File: config.mk
export PLATFORM = sky130hd
export DESIGN_NAME = oct_scan_mux
export DESIGN_NICKNAME = d
export VERILOG_FILES = /design/src/rtl/oct_scan_pkg.sv /design/src/rtl/oct_tick_gen.sv /design/src/rtl/oct_scan_mux.sv
export SDC_FILE = /design/constraint.sdc
export NUM_CORES = 1
export LEC_CHECK = 0
export ABC_AREA = 0
export CAP_MARGIN = 20
export CORE_MARGIN = 10
export CORE_UTILIZATION = 52
export CTS_CLUSTER_SIZE = 12
export DETAILED_ROUTE_END_ITERATION = 10
export GPL_TIMING_DRIVEN = 1
export PLACE_DENSITY = 0.73
export SYNTH_ARGS = -nofsm -noshare
export SYNTH_HDL_FRONTEND = slang
export SYNTH_SLANG_ARGS = --single-unit
File: constraint.sdc
create_clock -name clk -period 2.8 [get_ports clk]
set_input_delay 0.84 -clock clk [delete_from_list [all_inputs] [get_ports clk]]
set_output_delay 0.84 -clock clk [all_outputs]
set_load 0.03 [all_outputs]
File: src/rtl/oct_scan_pkg.sv
// Shared types and constants for the octal digit scanner.
// Imported by oct_tick_gen and oct_scan_mux.
package oct_scan_pkg;

  typedef enum logic [1:0] {
    OFF   = 2'd0,
    SCAN0 = 2'd1,
    SCAN1 = 2'd2,
    SCAN2 = 2'd3
  } state_t;

  localparam logic [2:0] DIG_ALL_OFF = 3'b111;
  localparam int NUM_DIGITS = 3;

  // Active-low one-hot enable for a digit slot.
  function automatic logic [2:0] slot_en(
    input int unsigned slot
  );
    logic [2:0] oh;
    oh = 3'b001 << slot;
    return ~oh;
  endfunction

endpackage

File: src/rtl/oct_tick_gen.sv
// Refresh prescaler: tick is high on the last count of each slot.
// Ports: clk, rst_n (sync, active-low), tick (out).
module oct_tick_gen
  import oct_scan_pkg::*;
#(
  parameter int REFRESH_DIV = 50000
) (
  input  logic clk,
  input  logic rst_n,
  output logic tick
);

  localparam int CW =
    (REFRESH_DIV > 1) ? $clog2(REFRESH_DIV) : 1;
  localparam logic [CW-1:0] LAST = CW'(REFRESH_DIV - 1);

  logic [CW-1:0] cnt;

  // With REFRESH_DIV=1 the counter stays at 0 and tick is constant.
  assign tick = (cnt == LAST);

  always_ff @(posedge clk) begin
    if (!rst_n) begin
      cnt <= '0;
    end else if (tick) begin
      cnt <= '0;
    end else begin
      cnt <= cnt + CW'(1);
    end
  end

endmodule

File: src/rtl/oct_scan_mux.sv
// Scans an 8-bit value out as three octal digits, one slot at a time.
// Ports: clk, rst_n, load, value[7:0] in; digit, dig_en, blank, frame_start out.
module oct_scan_mux
  import oct_scan_pkg::*;
#(
  parameter int REFRESH_DIV = 50000,
  parameter int BLANK_EN    = 1
) (
  input  logic       clk,
  input  logic       rst_n,
  input  logic       load,
  input  logic [7:0] value,
  output logic [2:0] digit,
  output logic [2:0] dig_en,
  output logic       blank,
  output logic       frame_start
);

  localparam logic BLANK_ON = (BLANK_EN != 0);

  logic       tick;
  state_t     state;
  state_t     state_nx;
  logic [7:0] shadow;
  logic [7:0] active;
  logic [7:0] active_nx;
  logic       pending;
  logic       enter0;
  logic       commit;
  logic [2:0] code_nx;
  logic [2:0] en_nx;
  logic       dark_nx;

  oct_tick_gen #(
    .REFRESH_DIV(REFRESH_DIV)
  ) u_tick (
    .clk  (clk),
    .rst_n(rst_n),
    .tick (tick)
  );

  always_comb begin
    state_nx = state;
    if (tick) begin
      case (state)
        OFF:     state_nx = SCAN0;
        SCAN0:   state_nx = SCAN1;
        SCAN1:   state_nx = SCAN2;
        SCAN2:   state_nx = SCAN0;
        default: state_nx = OFF;
      endcase
    end
  end

  assign enter0 = tick && (state_nx == SCAN0);
  assign commit = enter0 && pending;

  // Outputs are registered from the post-edge state and value.
  assign active_nx = commit ? shadow : active;

  always_comb begin
    code_nx = 3'b000;
    en_nx   = DIG_ALL_OFF;
    dark_nx = 1'b1;
    case (state_nx)
      SCAN0: begin
        code_nx = active_nx[2:0];
        en_nx   = slot_en(0);
        dark_nx = 1'b0;
      end
      SCAN1: begin
        code_nx = active_nx[5:3];
        en_nx   = slot_en(1);
        dark_nx = BLANK_ON && (active_nx[7:3] == 5'd0);
      end
      SCAN2: begin
        code_nx = {1'b0, active_nx[7:6]};
        en_nx   = slot_en(2);
        dark_nx = BLANK_ON && (active_nx[7:6] == 2'd0);
      end
      default: begin
        code_nx = 3'b000;
        en_nx   = DIG_ALL_OFF;
        dark_nx = 1'b1;
      end
    endcase
  end

  always_ff @(posedge clk) begin
    if (!rst_n) begin
      state       <= OFF;
      shadow      <= 8'd0;
      active      <= 8'd0;
      pending     <= 1'b0;
      digit       <= 3'b000;
      dig_en      <= DIG_ALL_OFF;
      blank       <= 1'b1;
      frame_start <= 1'b0;
    end else begin
      state       <= state_nx;
      active      <= active_nx;
      frame_start <= enter0;
      // A load on the commit edge re-arms pending for the next frame.
      if (commit) begin
        pending <= 1'b0;
      end
      if (load) begin
        shadow  <= value;
        pending <= 1'b1;
      end
      if (tick) begin
        digit  <= dark_nx ? 3'b000 : code_nx;
        dig_en <= dark_nx ? DIG_ALL_OFF : en_nx;
        blank  <= dark_nx;
      end
    end
  end

endmodule

== Word level (Yosys, flattened, before mapping) ==
Cells that the tools add are included.

* Word-level logic and storage cells: 36
* Output and inout port bits: 8
* Register bits after elaboration: 43

* Mux-type cells: 10
* Add/subtract/negate cells: 1
* Eq/ne operators: 7
* Reductions and logical operators: 8
* Bitwise operators: 1

{| class="wikitable"
|+ Operators by type and width
! cell !! count
|-
| $pmux W3 S3 || 2
|-
| $add A16 B1 Y16 const B || 1
|-
| $eq A16 B16 Y1 const B || 1
|-
| $eq A2 B2 Y1 const B || 4
|-
| $mux W8 || 1
|-
| $mux W3 || 2
|-
| $pmux W2 S3 || 1
|-
| $logic_not A5 Y1 || 1
|-
| $eq A2 B1 Y1 const B || 2
|-
| $logic_not A2 Y1 || 2
|-
| $reduce_or A2 Y1 || 2
|-
| $pmux W1 S3 || 1
|-
| $logic_and A1 B1 Y1 || 2
|-
| $mux W1 || 2
|-
| $mux W2 || 1
|-
| $reduce_bool A2 Y1 || 1
|-
| $not A1 Y1 || 1
|}

== Depth between registers and ports, before layout ==
* Depth after elaboration: 11
* Gate-level depth with buffers: 8
* Gate-level depth less buffers: 7

== Cells and area by module ==
A second synthesis with hierarchy kept.

* Cell total of the unflattened synthesis: 196
* Area total of the unflattened synthesis: 1964.4 µm²

{| class="wikitable"
|+ Modules (own cells, without submodules)
! module !! seq. area each (µm²) !! instances !! area an instance (µm²) !! cells each
|-
| oct_scan_mux || 540.5 || 1 || 1174.9 || 117
|-
| oct_tick_gen || 320.3 || 1 || 789.5 || 79
|}

== Worst setup path after synthesis ==
OpenSTA, ideal clock, no wires.

* Kind: flip-flop to flip-flop
* Start point: register u_tick.cnt[5]
* End point: register digit[2]
* Period minus slack after synthesis: 2.268 ns
* Library setup time: 0.124 ns
* Cell stages (with the launch flop): 8
* Setup slack: 0.532 ns
* Arrival: 2.145 ns
* Path through: dfxtp_1 > or4b_4 > nor4_4 > buf_4 > mux2i_1 > o21ai_0 > o2111ai_2 > o21ai_1

* Word-level cells in the longest chain between the ends: 9

{| class="wikitable"
|+ Ends and longest elaborated chain
! item !! line !! source
|-
| start: declaration || oct_tick_gen.sv:17 || <nowiki>logic [CW-1:0] cnt;</nowiki>
|-
| start signal: assignment || oct_tick_gen.sv:28 || <nowiki>cnt <= cnt + CW'(1);</nowiki>
|-
| $eq A16 B16 Y1 (*) || oct_tick_gen.sv:20 || <nowiki>assign tick = (cnt == LAST);</nowiki>
|-
| $mux W2 || oct_scan_mux.sv:44 || <nowiki>if (tick) begin</nowiki>
|-
| $eq A2 B1 Y1 || oct_scan_mux.sv:55, oct_scan_mux.sv:65 ||
|-
| $logic_and A1 B1 Y1 || oct_scan_mux.sv:55 || <nowiki>assign enter0 = tick && (state_nx == SCAN0);</nowiki>
|-
| $logic_and A1 B1 Y1 || oct_scan_mux.sv:56 || <nowiki>assign commit = enter0 && pending;</nowiki>
|-
| $mux W8 || oct_scan_mux.sv:59 || <nowiki>assign active_nx = commit ? shadow : active;</nowiki>
|-
| $logic_not A5 Y1 or $logic_not A2 Y1 (tied branches) || oct_scan_mux.sv:74, oct_scan_mux.sv:79 ||
|-
| $pmux W1 S3 || oct_scan_mux.sv:65 || <nowiki>case (state_nx)</nowiki>
|-
| $mux W3 || oct_scan_mux.sv:112 || <nowiki>digit <= dark_nx ? 3'b000 : code_nx;</nowiki>
|-
| end signal: assignment || oct_scan_mux.sv:112 ||
|-
| end: declaration || oct_scan_mux.sv:13 || <nowiki>output logic [2:0] digit,</nowiki>
|}

Every way passes the cells marked *; elsewhere a longest branch is shown, timed or not.
A chain may end at the register's enable or synchronous reset.

== Final worst setup path ==
* Start point: register u_tick.cnt[4]
* End point: register digit[0]

The elaborated chain is that of the path after synthesis.

==> impl_metrics.json <==
{
  "vdd_drop_max_mv": 0.297,
  "drc": 0,
  "syn_inst": 186,
  "r2r_cells": 7,
  "layout-drive-gt1-share_pct": 7.69,
  "power_density_nw_per_um2": 474,
  "vias": 1353,
  "p_int_uw": 764,
  "overflow": 0,
  "cts_made_buffers": 5,
  "drtIter0Drc": 93,
  "maxSlewViolCount": 0,
  "wirelength_um": 3650,
  "multi_input_area_um2": 867,
  "postCtsSetupRepairBufs": 0,
  "io_buffers": 18,
  "track_usage_pct": 12.8,
  "p_leak_nw": 0.759,
  "swShare_pct": 21.7,
  "chipWidth_um": 78.5,
  "p_sw_uw": 212,
  "required_ns": 3.04,
  "viasPerCell": 5.33,
  "slew_headroom_pct": 62.0,
  "tightest_slew_ns": 0.570,
  "grt_max_degree": 20,
  "clockBufferDepth": 2,
  "synth-seq-cells": 43,
  "yosysWarningCount": 0,
  "cts_max_level": 2,
  "combPwrFrac_pct": 4.8,
  "fillCellCount": 290,
  "crit_path_end_kind": "flop",
  "clkLatencyLatePin_ns": 0.34,
  "seqPwrFrac_pct": 64.9,
  "hpwl_um": 2800,
  "avgSynthCellArea_um2": 9.55,
  "routedWlPerCell_um": 14.4,
  "grt_pass1_wl_um": 6460,
  "total_power_uw": 976,
  "grt_busiest_layer": "met2",
  "dieArea_um2": 6150,
  "register_area_um2": 861,
  "crit_type": "flop to flop",
  "rsz0062_at_grt": "false",
  "clock-root-buffer": "clkbuf_4",
  "hold_violations": 0,
  "postCtsHoldBufs": 0,
  "crit_arrival_ns": 2.76,
  "detail_route.first_pass.iterations": 4,
  "fin_crit_ns": 2.52,
  "syn_nets": 199,
  "skew_ns": 0.00945,
  "start_kind": "flop",
  "min_path_type": "flop to flop",
  "ios": 19,
  "antenna_found_initial": 0,
  "row_count": 21,
  "placed_cell_area_um2": 2000,
  "fin_tns_setup_ns": 0,
  "die_h_um": 78.5,
  "met2_usage_pct": 24.2,
  "min_path_cells": 2,
  "finalCritPeriodShare_pct": 90.1,
  "initial_utilization_pct": 53.7,
  "status": "finished clean",
  "netlist_area_um2": 1780,
  "core_area_um2": 3310,
  "maxCapViolations": 0,
  "yosysUniqueCellTypes": 35,
  "cts_sinks": 43,
  "clock.fmax_mhz": 397,
  "grtUsageMet1_pct": 12.6,
  "postRouteAntennaNets": 0,
  "gp_congestion": 0.786,
  "path_max_fanout": 8,
  "diodes": 0,
  "tritoncts": "done",
  "setup_violations": 0,
  "clkPwrFrac_pct": 30.3,
  "cts_resized": 0,
  "yosysSeqAreaShare_pct": 48.5,
  "synthToLayoutAreaGrowth_pct": 15.9,
  "met3_usage_pct": 3.30,
  "fin_nets": 221,
  "grt_pass1_vias": 1420,
  "path_clk_slew_ns": 0.11,
  "fin_area_um2": 2060
}
[state kept, by name, summed over array words and instances, names as in the netlist]
signal	flops
u_tick.cnt	16
active	8
shadow	8
dig_en	3
digit	3
state	2
blank	1
frame_start	1
pending	1
[area by class of cell]
type | count | share of cell area (%)
multi-input cells | 133 | 42.1
flip-flops and latches | 43 | 41.8
repair buffers | 21 | 9.84
well taps | 46 | 2.79
clock buffers | 6 | 2.49
inverters | 4 | 0.729
clock inverters | 1 | 0.243
[per-stage QoR]
stage,hold WS [ns],utilization (%),cells,worst slack (ns)
after detailed placement,0.465,60.5,247,0.298
after global routing,0.514,62.2,254,0.109
final,0.484,62.2,254,0.279
after CTS,0.483,62.2,254,0.276
after floorplan,0.438,-,186,0.532
after global placement,0.447,60.5,247,0.379
[power by group through the flow]
stage / clock network [mW] / logic [mW] / registers [mW]
3_5_place_dp: 0 / 0.0472 / 0.647
4_1_cts: 0.308 / 0.0476 / 0.633
5_1_grt: 0.337 / 0.0523 / 0.635
2_1_floorplan: 0 / 0.0260 / 0.643
3_3_place_gp: 0 / 0.0461 / 0.646
6_report: 0.296 / 0.0470 / 0.633
[worst max-delay path, cell delays in order, from the launching register on]
cell and delay (ns):
dfxtp_1 0.39, or4b_4 0.57, nor4_4 0.43, and3_1 0.26, buf_4 0.21, mux2i_1 0.26, o22ai_1 0.13, a2bb2oi_1 0.16
[worst paths after layout]
check	from	slack, ns	end
setup reg to reg	u_tick.cnt[4]	0.28	digit[0]
hold / removal	digit[2]	0.48	digit[2]
hold reg to reg	digit[2]	0.48	digit[2]
setup / recovery	u_tick.cnt[4]	0.28	digit[0]
[cells by family (layout without fill, tap and decap cells)]
group / count (synthesis) / in the layout / share of synthesized area [%]
simple gates: 81 / 81 / 23.9
mux: 19 / 19 / 10.8
compound gates: 19 / 19 / 6.83
flops: 43 / 43 / 48.5
buf+inv: 10 / 32 / 2.75
xor+xnor: 12 / 12 / 5.92
fa+ha+maj: 2 / 2 / 1.41
[synthesized netlist by cell type]
| library cell | number | area share, % |
|---|---|---|
| buf_4 | 1 | 0.42 |
| o21a_1 | 1 | 0.42 |
| nand2b_1 | 2 | 0.70 |
| nand4b_1 | 1 | 0.49 |
| xnor2_1 | 5 | 2.5 |
| o2111ai_2 | 1 | 0.84 |
| a21oi_1 | 3 | 0.84 |
| o21ai_1 | 3 | 0.84 |
| nand3_1 | 3 | 0.84 |
| and4_1 | 1 | 0.49 |
| and3_1 | 4 | 1.4 |
| nand2b_4 | 1 | 0.77 |
| o21ai_0 | 6 | 1.7 |
| mux2_2 | 1 | 0.63 |
| dfxtp_1 | 43 | 48 |
| xor2_1 | 7 | 3.5 |
| or4b_4 | 2 | 1.5 |
| nor4_4 | 1 | 1.2 |
| clkbuf_1 | 4 | 0.84 |
| o22a_1 | 1 | 0.49 |
| ha_1 | 2 | 1.4 |
| inv_1 | 4 | 0.84 |
| nand4_1 | 5 | 1.8 |
| and2_1 | 4 | 1.4 |
| buf_6 | 1 | 0.63 |
| nor3_1 | 2 | 0.56 |
| o22ai_1 | 2 | 0.70 |
| nor2b_1 | 1 | 0.35 |
| a2bb2oi_1 | 2 | 0.99 |
| nand2_1 | 13 | 2.7 |
| nand3b_1 | 1 | 0.42 |
| nor4b_1 | 1 | 0.49 |
| nor2_1 | 36 | 7.6 |
| or3_1 | 3 | 1.1 |
| mux2i_1 | 18 | 10 |
[layout by cell type (no fill, tap or decap), drive strengths merged, types with 3 or more instances in the layout]
cell type / count
inv: 4
nand2b: 3
clkbuf: 6
and2: 4
xor2: 7
a21oi: 3
nor2: 36
o21ai: 9
xnor2: 5
nand3: 3
nand2: 13
clkdlybuf4s50: 18
mux2i: 18
and3: 4
or3: 3
nand4: 5
buf: 3
dfxtp: 43
[layer usage]
metal  routed length, um  up-vias  share of wire (%)
li1                    -      680                  -
met1                1400      648                 38
met2                2060       20                 56
met3                 140        5                3.8
met4                  53        0                1.5
met5                   0        -                  0
Power figures use the tool's default switching activity.
